==> config.mk <==
export PLATFORM = sky130hd
export DESIGN_NAME = vram_arbiter
export DESIGN_NICKNAME = d
export VERILOG_FILES = /design/src/rtl/vram_arbiter.sv
export SDC_FILE = /design/constraint.sdc
export NUM_CORES = 1
export LEC_CHECK = 0
export ABC_AREA = 1
export ABC_CLOCK_PERIOD_IN_PS = 2700
export CORE_MARGIN = 4
export CORE_UTILIZATION = 46
export CTS_CLUSTER_DIAMETER = 120
export DETAILED_ROUTE_END_ITERATION = 8
export GPL_ROUTABILITY_DRIVEN = 0
export PLACE_DENSITY = 0.84
export SETUP_SLACK_MARGIN = 0.2
export SYNTH_ARGS = -nofsm -noshare
export SYNTH_HDL_FRONTEND = slang
export SYNTH_SLANG_ARGS = --single-unit
export TNS_END_PERCENT = 5
==> constraint.sdc <==
create_clock -name clock -period 2.7 [get_ports clock]
set_input_delay 0.27 -clock clock [delete_from_list [all_inputs] [get_ports clock]]
set_output_delay 0.27 -clock clock [all_outputs]
set_load 0.02 [all_outputs]
==> src/rtl/vram_arbiter.sv <==
// Video RAM arbiter: shares one synchronous RAM between a display fetch port
// and a CPU port. Each access takes three edges (grant, access, capture).
// The display normally has priority, but a starvation counter guarantees the
// CPU a slot after CPU_MAXWAIT consecutive display grants while it waits.
module vram_arbiter #(
   parameter int AW          = 16,
   parameter int DW          = 8,
   parameter int CPU_MAXWAIT = 4
) (
   input  logic          clock,
   input  logic          reset_n,
   input  logic          dreq,
   input  logic [AW-1:0] daddr,
   output logic          dack,
   output logic [DW-1:0] ddata,
   input  logic          creq,
   input  logic          cwe,
   input  logic [AW-1:0] caddr,
   input  logic [DW-1:0] cwdata,
   output logic          cready,
   output logic [DW-1:0] crdata,
   output logic [AW-1:0] maddr,
   output logic [DW-1:0] mwdata,
   output logic          mwe,
   input  logic [DW-1:0] mrdata
);

   typedef enum logic [1:0] {
      IDLE,
      ACCESS,
      CAPTURE
   } state_t;

   localparam logic [3:0] MAXWAIT = 4'(CPU_MAXWAIT);

   state_t     state;
   logic       owner_cpu;
   logic       owner_write;
   logic [3:0] wait_cnt;
   logic       grant_cpu;
   logic       grant_disp;

   // Priority decision: the CPU wins only when the display is idle or the CPU has waited long enough
   always_comb begin
      grant_cpu  = creq && (!dreq || (wait_cnt == MAXWAIT));
      grant_disp = dreq && !grant_cpu;
   end

   // Access sequencer: launch the RAM cycle, drop write enable, then capture data and acknowledge the owner
   always_ff @(posedge clock or negedge reset_n) begin
      if (!reset_n) begin
         state       <= IDLE;
         owner_cpu   <= 1'b0;
         owner_write <= 1'b0;
         wait_cnt    <= 4'd0;
         maddr       <= '0;
         mwdata      <= '0;
         mwe         <= 1'b0;
         dack        <= 1'b0;
         cready      <= 1'b0;
         ddata       <= '0;
         crdata      <= '0;
      end else begin
         dack   <= 1'b0;
         cready <= 1'b0;
         case (state)
            IDLE: begin
               mwe <= 1'b0;
               if (grant_cpu) begin
                  maddr       <= caddr;
                  mwdata      <= cwdata;
                  mwe         <= cwe;
                  owner_cpu   <= 1'b1;
                  owner_write <= cwe;
                  wait_cnt    <= 4'd0;
                  state       <= ACCESS;
               end else if (grant_disp) begin
                  maddr       <= daddr;
                  owner_cpu   <= 1'b0;
                  owner_write <= 1'b0;
                  if (creq) begin
                     wait_cnt <= (wait_cnt == MAXWAIT) ? MAXWAIT : wait_cnt + 4'd1;
                  end else begin
                     wait_cnt <= 4'd0;
                  end
                  state <= ACCESS;
               end else if (!creq) begin
                  wait_cnt <= 4'd0;
               end
            end
            ACCESS: begin
               mwe   <= 1'b0;
               state <= CAPTURE;
            end
            CAPTURE: begin
               if (owner_cpu) begin
                  cready <= 1'b1;
                  if (!owner_write) begin
                     crdata <= mrdata;
                  end
               end else begin
                  dack  <= 1'b1;
                  ddata <= mrdata;
               end
               state <= IDLE;
            end
            default: begin
               state <= IDLE;
            end
         endcase
      end
   end

endmodule
==> flow_summary.yaml <==
drt:
  wl_met3_um: 347
  viasPerCell: 4.68
  wirelength_mm: 5.65
  topRoutingLayerUsed: "met4"
  wire_per_inst_um: 12.7
  met1Wirelength_mm: 2.41
  ant_nets: 0
  drtPass1Iterations: 4
  vias: 2089
  dr_wl_met2_mm: 2.81
  drtIter0Drc: 138
  drc: 0
global_route:
  track_usage_pct: 19.3
  grt_pass1_wl_mm: 9.57
  gr-total-overflow: 0
  antenna_found_initial: 0
  grt_pass1_vias: 2092
  grt_max_degree: 33
synthesis:
  postSynthCellCount: 281
  syn_avg_cell_area_um2: 8.35
  synth_cell_type_count: 24
  ys_ff_latch: 51
  synth_top_cell_area_share_pct: 54.4
  async_flop_share_pct: 100
  synthFlopType: "dfrtp_1"
  synth_edf_count: 0
  synth_commonest_cells: "95 x nand2_1, 51 x dfrtp_1, 51 x inv_1"
  synthesis.area_um2: 2350
  yosysTopAreaCell: "dfrtp_1"
  yosysWarnings: 0
  synth.area.top_cells: "dfrtp_1 54%, nand2_1 15%, inv_1 8.2%"
  yosysMostFrequentCell: "nand2_1"
  yosysSeqAreaShare_pct: 54.4
  synth_fp_nets: 336
layout:
  diodes: 0
  nets: 433
  drive_above_1_share_pct: 5.80
  nFillCells: 397
  multi_input_comb_area_um2: 790
  final-seq-area_um2: 1280
  area_growth_pct: 45.4
critical_path:
  critPathLaunchType: "flop"
  setup.worst_path.class: "flop to flop"
  worstPathMaxFanout: 19
  r2r_slack_ps: 1070
  end_kind: "flop"
  critical_path_arrival_ps: 1880
  cp.required_ps: 2950
clock_network:
  cts_resized: 0
  h-tree-depth: 2
  ctsLongestPathBuffers: 2
  cts-buffers-inserted: 5
  clkLatencyLatePin_ps: 300
  clock-sinks: 51
  path_clk_slew_ps: 90
  ctsRootBufferMaster: "clkbuf_8"
  cts_tree: "done"
timing:
  setup_viol: 0
  rsz0062_at_grt: "false"
  maxSlewViolCount: 0
  post-route-period-util_pct: 60.3
  slew_headroom_pct: 61.3
  hold_violations: 0
  tightestPinTransition_ps: 578
  whs_ps: 427
  fmax_mhz: 615
  skew_ps: 5.20
  layout_min_cycle_time_ps: 1630
  fin_ws_ps: 1070
  fin_tns_setup_ps: 0
hold_path:
  worst_hold_path_type: "primary input to async pin"
floorplan:
  io_pins: 96
  row_count: 25
  start_util_pct: 48.7
  die_h_um: 79.4
  die_area_um2: 6310
  die_w_um: 79.4
  core_um2: 4820
power_and_ir_drop:
  peakVddDrop_mv: 0.545
  powerDensity_nw_per_um2: 1040
  power_leakage_nw: 1.76
run_status:
  status: "complete, no violations"
placed_design:
  port_buffers: 95
  dp_slack_ps: 915
  dp.final_hpwl_mm: 4.29
run:
  drv_cap: 0
==> layout by cell type (no fill, tap or decap), drive strengths merged, types with 2 or more instances in the layout <==
master,Yosys,final
clkbuf,0,6
ha,2,2
buf,8,3
inv,53,53
o21ai,20,20
nor2,6,6
clkdlybuf4s50,0,94
nand2,99,99
nand3,38,38
dfrtp,51,51
==> flip-flops by register name (all words and copies together) (netlist names) <==
register / cells
crdata: 8
cready: 1
dack: 1
ddata: 8
maddr: 16
mwdata: 8
mwe: 1
owner_cpu: 1
owner_write: 1
state: 2
wait_cnt: 4
==> repair_timing <==
item / in CTS / in global routing
setup endpoints to repair: 0 / 0
endpoints found under the hold margin: 19 / 0
buffers inserted: 0 / 0
hold buffers: 1 / 0
==> through the flow <==
stage                     utilization (%)  instance area, um^2  total power [mW]  cells
final                                70.8                 3410              3.55    446
after global routing                 70.8                 3410              3.80    446
after CTS                            70.8                 3410              3.58    446
after detailed placement             68.9                 3320              3.14    437
after global placement               68.9                 3320              3.09    437
after floorplan                         -                 2350              2.32    281
==> power breakdown <==
| group | internal [mW] | leakage [nW] | switching, mW | total, mW |
|---|---|---|---|---|
| clock | 0.181 | 0.0412 | 0.246 | 0.427 |
| sequential | 1.11 | 0.637 | 0.206 | 1.32 |
| combinational | 0.804 | 1.08 | 0.997 | 1.80 |
| total | 2.10 | 1.76 | 1.45 | 3.55 |
==> routing by layer <==
metal / vias up / track usage (%)
met2: 67 / 31.5
met5: - / 0
met1: 969 / 25.2
met3: 7 / 4.51
li1: 1046 / -
met4: 0 / 6.87
==> worst paths after layout <==
kind                                          from                    end  cells past startpoint
max reg2reg                wait_cnt[0]$_DFFE_PN0P_  mwdata[7]$_DFFE_PN0P_                      8
min reg2reg                   maddr[5]$_DFFE_PN0P_   maddr[5]$_DFFE_PN0P_                      2
max                        wait_cnt[0]$_DFFE_PN0P_  mwdata[7]$_DFFE_PN0P_                      8
min in group clock            maddr[5]$_DFFE_PN0P_   maddr[5]$_DFFE_PN0P_                      2
max in group asynchronous                  reset_n  maddr[15]$_DFFE_PN0P_                      3
min                                        reset_n  crdata[1]$_DFFE_PN0P_                      2
==> cell families after synthesis <==
group                    share of synthesized area (%)
AND/OR/NAND/NOR                                   27.1
flip-flops                                        54.4
XOR/XNOR                                         0.746
adder cells (fa/ha/maj)                           1.07
AO/OA/AOI/OAI                                     4.74
buffers and inverters                             12.0
==> critical path: stages (launching register included) <==
cell and delay, ps:
dfrtp_1 410, inv_1 100, ha_1 160, nand3_2 110, nand2_4 210, nand3_2 250, inv_2 200, nand2_1 70
nand2_1 60
==> cell type report <==
type / instances / area share [%]
Clock inverter: 2 / 0.367
Inverter: 53 / 6.05
Tap cell: 67 / 2.46
Clock buffer: 6 / 2.13
Multi-Input combinational cell: 169 / 23.1
Timing Repair Buffer: 98 / 28.5
Sequential cell: 51 / 37.4
(Power assumes the default switching activity.)
